[src/rtl/frame_pattern_tx.sv]
// Camera-style video source: fval/lval/dval framing with selectable 8-bit
// greyscale test patterns. All outputs come straight from flops.
module frame_pattern_tx #(
    parameter int WIDTH   = 640,
    parameter int HEIGHT  = 480,
    parameter int H_BLANK = 16,
    parameter int V_FRONT = 8,
    parameter int V_BACK  = 8,
    parameter int F_BLANK = 32
) (
    input  logic        clk,
    input  logic        rst,
    input  logic        en,
    input  logic [2:0]  sel,
    output logic        fval,
    output logic        lval,
    output logic        dval,
    output logic [7:0]  pix_data,
    output logic        frame_done,
    output logic [15:0] frame_cnt,
    output logic [2:0]  dbg_state
);

    typedef enum logic [2:0] {
        S_IDLE   = 3'd0,
        S_VFRONT = 3'd1,
        S_LINE   = 3'd2,
        S_HBLANK = 3'd3,
        S_VBACK  = 3'd4,
        S_FBLANK = 3'd5
    } state_t;

    localparam logic [15:0] W_LAST  = 16'(WIDTH - 1);
    localparam logic [15:0] H_LAST  = 16'(HEIGHT - 1);
    localparam logic [15:0] HB_LAST = 16'(H_BLANK - 1);
    localparam logic [15:0] VF_LAST = 16'(V_FRONT - 1);
    localparam logic [15:0] VB_LAST = 16'(V_BACK - 1);
    localparam logic [15:0] FB_LAST = 16'(F_BLANK - 1);

    state_t      state_q, state_d;
    logic [15:0] x_q, x_d, y_q, y_d, cnt_q, cnt_d;
    logic [15:0] frame_cnt_q, frame_cnt_d;
    logic [2:0]  sel_q, sel_d;
    logic        fval_q, fval_d, lval_q, lval_d, done_q, done_d;
    logic [7:0]  pix_q, pix_d;

    function automatic logic [7:0] pattern(input logic [2:0] s,
                                           input logic [15:0] px,
                                           input logic [15:0] py);
        logic [7:0] p;
        p = 8'h80;
        case (s)
            3'b000: p = px[6] ? 8'hFF : 8'h00;
            3'b001: p = py[4] ? 8'hC0 : 8'h40;
            3'b010: p = px[7:0];
            3'b011: p = (px[4] ^ py[4]) ? 8'hFF : 8'h00;
            3'b110: p = (px[6] ^ py[6]) ? {px[5:0], 2'b00} : {py[5:0], 2'b00};
            3'b111: p = px[7:0] ^ py[7:0];
            default: p = 8'h80;
        endcase
        return p;
    endfunction

    always_comb begin
        state_d     = state_q;
        x_d         = x_q;
        y_d         = y_q;
        cnt_d       = cnt_q;
        sel_d       = sel_q;
        frame_cnt_d = frame_cnt_q;
        done_d      = 1'b0;
        case (state_q)
            S_IDLE: begin
                if (en) begin
                    state_d = S_VFRONT;
                    sel_d   = sel;
                    cnt_d   = '0;
                    x_d     = '0;
                    y_d     = '0;
                end
            end
            S_VFRONT: begin
                if (cnt_q == VF_LAST) begin
                    state_d = S_LINE;
                    x_d     = '0;
                end else begin
                    cnt_d = cnt_q + 16'd1;
                end
            end
            S_LINE: begin
                if (x_q == W_LAST) begin
                    cnt_d   = '0;
                    state_d = (y_q == H_LAST) ? S_VBACK : S_HBLANK;
                end else begin
                    x_d = x_q + 16'd1;
                end
            end
            S_HBLANK: begin
                if (cnt_q == HB_LAST) begin
                    state_d = S_LINE;
                    x_d     = '0;
                    y_d     = y_q + 16'd1;
                end else begin
                    cnt_d = cnt_q + 16'd1;
                end
            end
            S_VBACK: begin
                // Frame completion is counted on the edge that drops fval.
                if (cnt_q == VB_LAST) begin
                    state_d     = S_FBLANK;
                    cnt_d       = '0;
                    done_d      = 1'b1;
                    frame_cnt_d = frame_cnt_q + 16'd1;
                end else begin
                    cnt_d = cnt_q + 16'd1;
                end
            end
            S_FBLANK: begin
                if (cnt_q == FB_LAST) begin
                    cnt_d = '0;
                    if (en) begin
                        state_d = S_VFRONT;
                        sel_d   = sel;
                        x_d     = '0;
                        y_d     = '0;
                    end else begin
                        state_d = S_IDLE;
                    end
                end else begin
                    cnt_d = cnt_q + 16'd1;
                end
            end
            default: state_d = S_IDLE;
        endcase

        // Outputs are registered from next-state values, so they align with state_q.
        fval_d = (state_d == S_VFRONT) || (state_d == S_LINE) ||
                 (state_d == S_HBLANK) || (state_d == S_VBACK);
        lval_d = (state_d == S_LINE);
        pix_d  = lval_d ? pattern(sel_d, x_d, y_d) : 8'h00;
    end

    always_ff @(posedge clk or negedge rst) begin
        if (!rst) begin
            state_q     <= S_IDLE;
            x_q         <= '0;
            y_q         <= '0;
            cnt_q       <= '0;
            sel_q       <= '0;
            frame_cnt_q <= '0;
            fval_q      <= 1'b0;
            lval_q      <= 1'b0;
            done_q      <= 1'b0;
            pix_q       <= 8'h00;
        end else begin
            state_q     <= state_d;
            x_q         <= x_d;
            y_q         <= y_d;
            cnt_q       <= cnt_d;
            sel_q       <= sel_d;
            frame_cnt_q <= frame_cnt_d;
            fval_q      <= fval_d;
            lval_q      <= lval_d;
            done_q      <= done_d;
            pix_q       <= pix_d;
        end
    end

    assign fval       = fval_q;
    assign lval       = lval_q;
    assign dval       = lval_q;
    assign pix_data   = pix_q;
    assign frame_done = done_q;
    assign frame_cnt  = frame_cnt_q;
    assign dbg_state  = state_q;

endmodule
[config.mk]
export PLATFORM = sky130hd
export DESIGN_NAME = frame_pattern_tx
export DESIGN_NICKNAME = d
export VERILOG_FILES = /design/src/rtl/frame_pattern_tx.sv
export SDC_FILE = /design/constraint.sdc
export NUM_CORES = 1
export LEC_CHECK = 0
export CAP_MARGIN = 20
export CORE_ASPECT_RATIO = 0.7
export CORE_MARGIN = 5
export CORE_UTILIZATION = 50
export DETAILED_ROUTE_END_ITERATION = 8
export GPL_ROUTABILITY_DRIVEN = 0
export PLACE_DENSITY_LB_ADDON = 0.1
export SETUP_SLACK_MARGIN = 0.2
export SKIP_LAST_GASP = 1
export SLEW_MARGIN = 20
export SYNTH_ARGS = -nofsm -noshare
export SYNTH_HDL_FRONTEND = slang
export SYNTH_SLANG_ARGS = --single-unit
[constraint.sdc]
create_clock -name clk -period 3.5 [get_ports clk]
set_input_delay 0.35 -clock clk [delete_from_list [all_inputs] [get_ports clk]]
set_output_delay 0.35 -clock clk [all_outputs]
set_load 0.1 [all_outputs]
* Word level (Yosys, flattened, before mapping)
Index checks and enable logic that the tools add are counted.
** Storage, ports and cells
- Register bits after elaboration :: 81
- Output and inout port bits :: 31
** Cells by class
- Add/sub/neg operators :: 4
- Equal/unequal tests :: 27
- Mux-type cells :: 37
- Bitwise logic cells :: 3
- Reduce and logical (&&, ||, !) cells :: 12
** Operators by type and width (number)
- two-way mux 16 bit :: 14
- case mux 16 bit (6 select lines) :: 1
- case mux 16 bit (5 select lines) :: 1
- adder 16 x 1 -> 16 bit (second input constant) :: 4
- case mux 16 bit (3 select lines) :: 1
- case mux 8 bit (6 select lines) :: 1
- two-way mux 8 bit :: 5
- two-way mux 3 bit :: 9
- equality test 3 x 2 -> 1 bit (second input constant) :: 6
- case mux 3 bit (6 select lines) :: 1
- equality test 16 x 10 -> 1 bit (second input constant) :: 1
- equality test 16 x 3 -> 1 bit (second input constant) :: 1
- equality test 16 x 4 -> 1 bit (second input constant) :: 1
- equality test 16 x 5 -> 1 bit (second input constant) :: 1
- equality test 16 x 9 -> 1 bit (second input constant) :: 1
- inequality test 2 bit (second input constant) :: 8
- equality test 3 bit (second input constant) :: 5
- AND reduction 5 bit :: 2
- equality test 3 x 1 -> 1 bit (second input constant) :: 3
- XOR 8 bit :: 1
- zero test 3 bit :: 2
- case mux 3 bit (2 select lines) :: 1
- nonzero test 6 bit :: 1
- nonzero test 5 bit :: 1
- 6 further kinds :: 11

* Logic depth before layout (Yosys ltp)
Gate-level depths: netlist (run 1).
- Word-level depth :: 8
- Gate-level depth with buffers :: 11
- Mapped depth without buffers :: 10

* Least setup slack after synthesis (run 1)
No wires, ideal clock.
- Path type :: reg2reg
- Start point :: register state_q[1] (netlist: dbg_state[1])
- End point :: register pix_q[6] (netlist: pix_data[6])
- Setup time :: 0.139 ns
- Arrival time :: 2.707 ns
- Required time :: 3.361 ns
- Slack :: 0.654 ns
- Cell stages (with the launch flop) :: 9
- Buffers on the path :: 1
- Clock period less this slack :: 2.846 ns
- Cells stage by stage :: dfrtp_1 > clkbuf_1 > nand3_1 > nor2_1 > a221o_1 > nand3_1 > and4_1 > a31oi_1 > a41oi_1
** On the way
- Longest elaborated chain between the ends :: 6
- Elaborated cells between the ends (all ways) :: 31
- Classes of those cells :: eq/ne (11); mux (15); bitwise (3); reduce/logical (2)
** Ends and longest elaborated chain
- from (decl) :: RTL line 40 : state_t state_q, state_d;
- from (signal assigned) :: RTL line 156 : state_q <= state_d;
- equality test 3 bit (tied with other cells) :: RTL line 72 : case (state_q)
- case mux 16 bit (3 select lines) (*) :: RTL line 72
- net y_d[6] :: RTL line 41 : logic [15:0] x_q, x_d, y_q, y_d, cnt_q, cnt_d;
- XOR 1 bit :: RTL line 57 : 3'b110: p = (px[6] ^ py[6]) ? {px[5:0], 2'b00} : {py[5:0], 2'b00};
- two-way mux 8 bit :: RTL line 57
- case mux 8 bit (6 select lines) (*) :: RTL line 52 : case (s)
- two-way mux 8 bit (*) :: RTL line 140 : pix_d = lval_d ? pattern(sel_d, x_d, y_d) : 8'h00;
- net pix_d[6] :: RTL line 45 : logic [7:0] pix_q, pix_d;
- to (signal assigned) :: RTL line 165 : pix_q <= pix_d;
- to (decl) :: RTL line 45
The timed path passes the listed nets; every way through them passes the cells marked *.
A chain may end at the register's enable or synchronous reset.

* Worst setup path after layout (run 1)
- Start point :: register cnt_q[11]
- End point :: register pix_q[5] (netlist: pix_data[5])
** On the way
- Longest elaborated chain between the ends :: 7
- Elaborated cells between the ends (all ways) :: 32
- Classes of those cells :: eq/ne (9); mux (19); bitwise (3); reduce/logical (1)
** Ends and longest elaborated chain
- from (decl) :: RTL line 41
- from (signal assigned) :: RTL line 159 : cnt_q <= cnt_d;
- equality test 16 x 5 -> 1 bit (tied with other cells) :: RTL line 119 : if (cnt_q == FB_LAST) begin
- two-way mux 16 bit (on tied branches) :: RTL line 119, 83, 99
- case mux 16 bit (5 select lines) / case mux 16 bit (3 select lines) (equally long branches) :: RTL line 72
- XOR 1 bit (on tied branches) :: RTL line 57, 56
- two-way mux 8 bit (on tied branches) :: RTL line 57, 56
- case mux 8 bit (6 select lines) :: RTL line 52
- two-way mux 8 bit (*) :: RTL line 140
- net pix_d[5] :: RTL line 45
The timed path passes the listed nets; every way through them passes the cells marked *. The select of a mux whose other input is x is not followed.

==> flow_metrics.tcl, run 1 <==
set metrics [dict create \
    status "finished, final reports clean" \
    grt_pass1_vias 3832 \
    setup_viol 0 \
    diodes 0 \
    fin_nets 559 \
    hpwlAfterDp_um 8070 \
    synth_edf_count 0 \
    viasPerCell 6.06 \
    pin_count 37 \
    critPathMaxStageDelay_ps 470 \
    gr-total-overflow 0 \
    cts-root-buf "clkbuf_16" \
    ys_types 71 \
    slowest_stage "dfrtp_1" \
    port_buffers 36 \
    start_util 0.515 \
    num_rows 29 \
    die_h_um 91.0 \
    drt_iter0_drc 453 \
    vias 4110 \
    synthArstFlopShare 1.00 \
    p_leak_uw 0.00229 \
    synth_ff_type "dfrtp_1" \
    post-route-util 0.604 \
    synth-seq-cells 81 \
    routed_wirelength_um 11200 \
    holdBufCountCts 0 \
    hold_path_class "in2async" \
    synth.most_common_cell "dfrtp_1" \
    fin_crit_ps 2970 \
    grt_pass1_wl_um 19300 \
    syn_nets 521 \
    crit_top_cell "nand3_2" \
    dieArea_sq_um 11400 \
    clock_path_buffers 2 \
    syn-instance-count 511 \
    relSlewSlack 0.342 \
    yosys.area.top_type "dfrtp_1" \
    fmax_mhz 337 \
    drtAntennaViolNets 0 \
    core_area_sq_um 9110 \
    synth_top_area_frac 0.432 \
    grt_max_degree 82 \
    setup_tns_ps 0 \
    yosys_warnings 0 \
    grt_usage 0.202 \
    clkSinkCount 81 \
    route.detailed.drc 0 \
    post_drt_wl_per_cell_um 16.6 \
    path_buf_inv 0 \
    area_growth_pct 17.3 \
    post_cts_buffers 0 \
    antenna_found_initial 0 \
    p_per_area_nw_per_um2 376 \
    hold_viol 0 \
    peakVddDrop_uv 235 \
    start_kind "register" \
    critPathMaxFanout 11 \
    cts-htree-levels 3 \
    syn_avg_cell_area_sq_um 9.17 \
    clk-insertion-delay-late_ps 330 \
    timing.setup.critical_path_class "reg2reg" \
    synth_area_leaders "dfrtp_1 (43%), o21ai_0 (5.4%), nor2_1 (4.5%)" \
    period_share 0.849 \
    arrival_ps 3170 \
    tightest_slew_ps 984 \
    cts_buffers 9 \
    skew_ps 6.08 \
    final_layout_size_suffix_gt1_frac 0.105 \
    clkTransAtPathRegs_ps 60 \
    report.final.slew_viol_count 0 \
    firstDrtPassIters 5 \
    cp_top_family "compound AO/OA/AOI/OAI gates" \
    yosysSeqAreaShare 0.432 \
    cts_resized 0 \
    netlist_top_cells_count "dfrtp_1 (81), nor2_1 (56), nand2_1 (52), o21ai_0 (51), nand3_1 (28)" \
    synth_area_sq_um 4690 \
    fp.dieW_um 126 \
    worstSetupEndpointType "register" \
    rsz0062_at_grt "no" \
    crit_chain "nor4_4 -> nand3_2 -> o311ai_4 -> nand3_2 -> a22oi_2 -> xnor2_1 -> a32oi_4 -> a31oi_1" \
    cp.required_ps 3700 \
    cts_tree "yes" \
    cap_violations 0 \
]
[logic make-up after synthesis]
group / synth area share
compound gates: 0.211
xor+xnor: 0.0411
fa+ha+maj: 0.0107
buf+inv: 0.0387
flops: 0.432
mux: 0.0155
simple gates: 0.251
[worst register-to-register path, stage by stage (launching register included)]
cell,delay (ps)
dfrtp_1,470
nor4_4,460
nand3_2,240
o311ai_4,380
nand3_2,300
a22oi_2,360
xnor2_1,170
a32oi_4,310
a31oi_1,140
[cells in the final DEF (no fill, tap or decap), types with 9 or more instances in the layout]
| master | count |
|---|---|
| nand3_1 | 28 |
| xnor2_1 | 12 |
| buf_4 | 9 |
| o21ai_1 | 16 |
| a21oi_1 | 18 |
| nor2_1 | 56 |
| dfrtp_1 | 81 |
| clkdlybuf4s50_1 | 33 |
| nand2_1 | 52 |
| xor2_1 | 10 |
| clkbuf_16 | 9 |
| o21ai_0 | 51 |
| a31oi_1 | 17 |
| and3_1 | 18 |
| inv_1 | 9 |
| nand4_1 | 10 |
[final cells by class]
| type | instances | area (sq um) |
|---|---|---|
| well taps | 124 | 155 |
| repair buffers | 43 | 409 |
| inverters | 14 | 65.1 |
| flip-flops and latches | 81 | 2030 |
| clock inverters | 4 | 98.8 |
| fillers | 790 | 3610 |
| multi-input cells | 400 | 2490 |
| clock buffers | 12 | 256 |
[power by group]
part / leakage, uW / switching (uW) / internal, uW / total, uW
logic: 0.00110 / 20.1 / 5.91 / 26.0
clock network: 0.000173 / 367 / 737 / 1100
registers: 0.00102 / 0 / 936 / 936
[through the flow]
stage | cells | instance area (sq um) | power (uW) | hold WS, ps | worst slack (ps)
CTS | 678 | 5500 | 2090 | 236 | 539
global placement | 662 | 5140 | 981 | 463 | 480
floorplan | 511 | 4690 | 955 | 54.4 | 654
finish | 678 | 5500 | 2070 | 42.5 | 530
global route | 678 | 5500 | 2140 | 126 | 298
detailed placement | 662 | 5140 | 981 | 469 | 344
[final timing paths]
check | endpoint | slack (ps) | depth (start not counted) | start
max | pix_data[5]$_DFF_PN0_ | 530 | 8 | cnt_q[11]$_DFFE_PN0P_
min | frame_cnt[2]$_DFFE_PN0P_ | 40 | 1 | rst
max reg2reg | pix_data[5]$_DFF_PN0_ | 530 | 8 | cnt_q[11]$_DFFE_PN0P_
min reg2reg | frame_cnt[15]$_DFFE_PN0P_ | 470 | 1 | frame_cnt[15]$_DFFE_PN0P_
max in group asynchronous | cnt_q[5]$_DFFE_PN0P_ | 2940 | 1 | rst
min in group clk | frame_cnt[15]$_DFFE_PN0P_ | 470 | 1 | frame_cnt[15]$_DFFE_PN0P_
[registers in the layout, summed over array words and instances (netlist names)]
register,count
frame_cnt,16
cnt_q,16
fval,1
frame_done,1
sel_q,3
y_q,16
pix_data,8
dval,1
dbg_state,3
x_q,16
[routing by layer]
metal | part of all wire | up-vias | track usage
met1 | 0.48 | 1968 | 0.300
met3 | 0.084 | 9 | 0.0563
met4 | 0.0081 | 0 | 0.0420
met5 | 0 | - | 0
met2 | 0.43 | 164 | 0.298
li1 | - | 1969 | -
Power figures use the tool's default switching activity.
==> run 2: changes to the inputs <==
==> constraint.sdc (replaced) <==
create_clock -name clk -period 3 [get_ports clk]
set_input_delay 0.3 -clock clk [delete_from_list [all_inputs] [get_ports clk]]
set_output_delay 0.3 -clock clk [all_outputs]
set_load 0.1 [all_outputs]
==> flow_metrics.tcl, run 2 (same netlist as run 1, synthesis figures left out) <==
set metrics [dict create \
    route.detailed.drc 0 \
    rrSetupSlack_ps 310 \
    routed_wirelength_um 11600 \
    fin_crit_ps 2690 \
    timing.rr.start "cnt_q[8]$_DFFE_PN0P_" \
    p_int_uw 1930 \
    crit_chain "nor4_4 -> nand3_4 -> o311ai_4 -> nand3_2 -> a22oi_2 -> xnor2_2 -> a32oi_4 -> a31oi_1" \
    setup_tns_ps 0 \
    clock_path_buffers 2 \
    slowest_stage "dfrtp_2" \
    relSlewSlack 0.352 \
    critPathMaxFanout 7 \
    p_clk_frac 0.532 \
    hpwlAfterDp_um 8070 \
    die_h_um 91.0 \
    swShare 0.195 \
    cp.required_ps 3200 \
    setup_viol 0 \
    fin_nets 579 \
    antenna_found_initial 0 \
    crit_end "pix_data[5]$_DFF_PN0_" \
    grt_pass1_vias 3684 \
    mostFrequentLayoutCells "dfrtp_1 (76), nor2_1 (55), nand2_1 (52)" \
    gr-total-overflow 0 \
    grt_usage 0.201 \
    core_area_sq_um 9110 \
    vias 4156 \
    fp.dieW_um 126 \
    arrival_ps 2890 \
    p_comb_frac 0.013 \
    hold_path_class "in2async" \
    peakVddDrop_uv 276 \
    placed_area_sq_um 5160 \
    p_per_area_nw_per_um2 421 \
    r2r-end "pix_data[5]$_DFF_PN0_" \
    clk-insertion-delay-late_ps 340 \
    period_share 0.897 \
    p_leak_uw 0.00246 \
    fmax_mhz 371 \
    r2r_cells 8 \
    cap_violations 0 \
    firstDrtPassIters 5 \
    skew_ps 4.51 \
    start_util 0.515 \
    critPathMaxStageDelay_ps 450 \
    tightest_slew_ps 970 \
    clkSinkCount 81 \
    timing.setup.critical_path_class "reg2reg" \
    place_ws_ps 131 \
    grt_pass1_wl_um 19000 \
    start_kind "register" \
    grt_max_degree 82 \
    report.final.slew_viol_count 0 \
    cp-startpoint "cnt_q[8]$_DFFE_PN0P_" \
    worst_slack_ps 308 \
    hold_viol 0 \
    holdBufCountCts 0 \
    worstSetupEndpointType "register" \
    cts_tree "yes" \
    finalPower_uw 2400 \
    drtAntennaViolNets 0 \
    dieArea_sq_um 11400 \
    diodes 0 \
    fin_area_sq_um 5700 \
    status "finished, final reports clean" \
    cts_buffers 9 \
    layout_commonest_cell "dfrtp_1" \
    cts-htree-levels 3 \
    pin_count 37 \
    post-route-util 0.626 \
    drt_iter0_drc 313 \
    rsz0062_at_grt "no" \
    cts-root-buf "clkbuf_16" \
    port_buffers 36 \
    p_sw_uw 469 \
    final_layout_size_suffix_gt1_frac 0.211 \
    viasPerCell 5.95 \
    p_seq_frac 0.454 \
    post_drt_wl_per_cell_um 16.6 \
    area_growth_pct 21.6 \
    num_rows 29 \
    clkTransAtPathRegs_ps 60 \
]
## run 2: routing by layer
| layer | routed length, um | part of all wire | GRT usage |
|---|---|---|---|
| met5 | 0 | 0 | 0 |
| met4 | 130 | 0.011 | 0.0500 |
| met3 | 781 | 0.067 | 0.0475 |
| met2 | 4850 | 0.42 | 0.274 |
| met1 | 5830 | 0.50 | 0.319 |
## run 2: cell type report
| class | count | area (sq um) |
|---|---|---|
| clock inverter | 5 | 103 |
| fill | 791 | 3400 |
| tap | 124 | 155 |
| inverter | 14 | 65.1 |
| timing repair buffer | 62 | 526 |
| sequential | 81 | 2030 |
| clock buffer | 11 | 243 |
| multi-input combinational | 401 | 2580 |
## run 2: how the worst min path moves through the flow
stage | start | endpoint | cells past startpoint | slack, ps
2_1_floorplan | rst | cnt_q[0]$_DFFE_PN0P_ | 0 | 4
3_3_place_gp | frame_cnt[15]$_DFFE_PN0P_ | frame_cnt[15]$_DFFE_PN0P_ | 1 | 460
3_5_place_dp | x_q[15]$_DFFE_PN0P_ | x_q[15]$_DFFE_PN0P_ | 1 | 470
4_1_cts | rst | frame_cnt[4]$_DFFE_PN0P_ | 1 | 190
5_1_grt | rst | frame_cnt[3]$_DFFE_PN0P_ | 1 | 80
6_report | rst | frame_cnt[4]$_DFFE_PN0P_ | 1 | 7
## run 2: through the flow
stage	hold slack, ps	instances
after floorplan	4.41	511
final	6.61	698
after CTS	186	687
after global placement	464	671
after detailed placement	473	671
after global routing	77.2	698
## run 2: power by group through the flow
| stage | registers, uW | logic (uW) | clock network (uW) |
|---|---|---|---|
| 2_1_floorplan | 1110 | 1.47 | 0 |
| 3_3_place_gp | 1110 | 32.6 | 0 |
| 3_5_place_dp | 1110 | 33.1 | 0 |
| 4_1_cts | 1090 | 33.1 | 1300 |
| 5_1_grt | 1090 | 37.9 | 1350 |
| 6_report | 1090 | 32.2 | 1280 |
## run 2: worst max-delay path: cells and delay by family, from the launching register on
family | cells | cell delay [ps]
flip-flops | 1 | 450
AO/OA/AOI/OAI | 4 | 1200
AND/OR/NAND/NOR | 3 | 750
XOR/XNOR | 1 | 150
## run 2: timing repair
action                                  CTS  global route
endpoints found under the setup margin    1            22
setup buffers                             0            10
pin swaps                                 0            10
gates cloned                              0             1
gates resized for setup                   1            17
==> run 3: changes to the inputs <==
--- a/config.mk
+++ b/config.mk
@@ -6,7 +6,6 @@
 export NUM_CORES = 1
 export LEC_CHECK = 0
 export CAP_MARGIN = 20
-export CORE_ASPECT_RATIO = 0.7
 export CORE_MARGIN = 5
 export CORE_UTILIZATION = 50
 export DETAILED_ROUTE_END_ITERATION = 8
==> flow_metrics.tcl, run 3 (same netlist as run 1, synthesis figures left out) <==
set metrics [dict create \
    cap_violations 0 \
    clkTransAtPathRegs_ps 90 \
    die_h_um 107 \
    p_seq_frac 0.537 \
    cts_buffers 9 \
    p_per_area_nw_per_um2 364 \
    p_comb_frac 0.016 \
    routed_wirelength_um 11400 \
    p_sw_uw 435 \
    cts-htree-levels 3 \
    diodes 0 \
    tightest_slew_ps 972 \
    skew_ps 15.5 \
    report.final.slew_viol_count 0 \
    core_area_sq_um 9200 \
    period_share 0.893 \
    firstDrtPassIters 5 \
    drtAntennaViolNets 0 \
    cts_tree "yes" \
    final_cells 692 \
    peakVddDrop_uv 305 \
    status "finished with violations" \
    cp-startpoint "cnt_q[8]$_DFFE_PN0P_" \
    fin_crit_ps 2680 \
    mostFrequentLayoutCells "dfrtp_1 (75), nor2_1 (54), buf_4 (54)" \
    cp.required_ps 3290 \
    arrival_ps 2970 \
    antenna_found_initial 0 \
    setup_viol 0 \
    layout_commonest_cell "dfrtp_1" \
    port_buffers 36 \
    hpwlAfterDp_um 8000 \
    place_inst 663 \
    drt_iter0_drc 207 \
    hold_viol 27 \
    vias 4219 \
    dieArea_sq_um 11400 \
    clk-insertion-delay-late_ps 360 \
    relSlewSlack 0.350 \
    route.detailed.drc 0 \
    timing.setup.critical_path_class "reg2reg" \
    start_util 0.510 \
    grt_max_degree 82 \
    post-route-util 0.606 \
    area_growth_pct 18.8 \
    rrSetupSlack_ps 320 \
    swShare 0.214 \
    worstSetupEndpointType "register" \
    grt_pass1_wl_um 19000 \
    viasPerCell 6.10 \
    final_layout_size_suffix_gt1_frac 0.203 \
    holdBufCountCts 0 \
    clkSinkCount 81 \
    start_kind "register" \
    fmax_mhz 373 \
    gr-total-overflow 0 \
    clock_path_buffers 2 \
    hold_path_class "in2async" \
    pin_count 37 \
    critPathMaxFanout 7 \
    grt_pass1_vias 3902 \
    timing.rr.start "cnt_q[8]$_DFFE_PN0P_" \
    p_leak_uw 0.00240 \
    num_rows 35 \
    grt_usage 0.205 \
    fin_nets 586 \
    p_int_uw 1590 \
    fp.dieW_um 107 \
    violations "negative hold slack" \
    setup_tns_ps 0 \
    whs_ps -29.5 \
    p_clk_frac 0.446 \
    rsz0062_at_grt "yes" \
    post_drt_wl_per_cell_um 16.5 \
    cts-root-buf "clkbuf_8" \
]
-- run 3: cell types whose count changed in the layout (fill, tap and decap cells not counted), moves of 3 or more --
cell	change
clkdlybuf4s50_1	+6
clkbuf_16	-9
buf_4	+3
clkbuf_8	+9
buf_12	-3
-- run 3: metrics by stage --
stage,area (sq um),power (uW),setup slack [ps]
floorplan,4690,1110,453
global placement,5180,1150,207
detailed placement,5180,1150,157
CTS,5400,2060,245
global route,5570,2110,170
finish,5570,2030,320
-- run 3: critical path, cell delays in order (launching register included) --
cell     delay, ps
dfrtp_1        470
nor4_4         420
and4_1         290
o211a_4        240
mux2i_4        340
buf_4          170
nand3_2        150
o31a_1         150
o211a_1        220
a31oi_1        160
-- run 3: area by class of cell --
cell class | count | area, sq um
clock inverter | 4 | 76.3
fill | 777 | 3630
multi-input combinational | 401 | 2550
inverter | 14 | 65.1
clock buffer | 12 | 145
sequential | 81 | 2030
tap | 111 | 139
timing repair buffer | 69 | 559
-- run 3: layer usage --
layer  track usage  vias to the layer above  share of wire
met2         0.340                      115           0.48
met1         0.275                     2074           0.46
li1              -                     2019              -
met3        0.0427                       11          0.051
met4        0.0484                        0          0.011
met5             0                        -              0
-- run 3: power groups by stage --
| stage | combinational [uW] | clock (uW) | sequential, uW |
|---|---|---|---|
| final | 33.1 | 906 | 1090 |
| after global routing | 38.8 | 978 | 1090 |
| after CTS | 34.1 | 932 | 1090 |
| after detailed placement | 33.8 | 0 | 1110 |
| after global placement | 33.9 | 0 | 1110 |
| after floorplan | 1.47 | 0 | 1110 |
-- run 3: what timing repair did --
action / CTS / global route
resized for setup: 0 / 15
buffers inserted: 0 / 12
setup endpoints to repair: 0 / 16
-- run 3: worst paths after layout --
check,endpoint,depth (start not counted)
setup reg to reg,pix_data[7]$_DFF_PN0_,9
max in group asynchronous,dbg_state[1]$_DFF_PN0_,1
hold / removal,frame_cnt[4]$_DFFE_PN0P_,1
setup / recovery,pix_data[7]$_DFF_PN0_,9
hold reg to reg,frame_cnt[15]$_DFFE_PN0P_,1
min in group clk,frame_cnt[15]$_DFFE_PN0P_,1
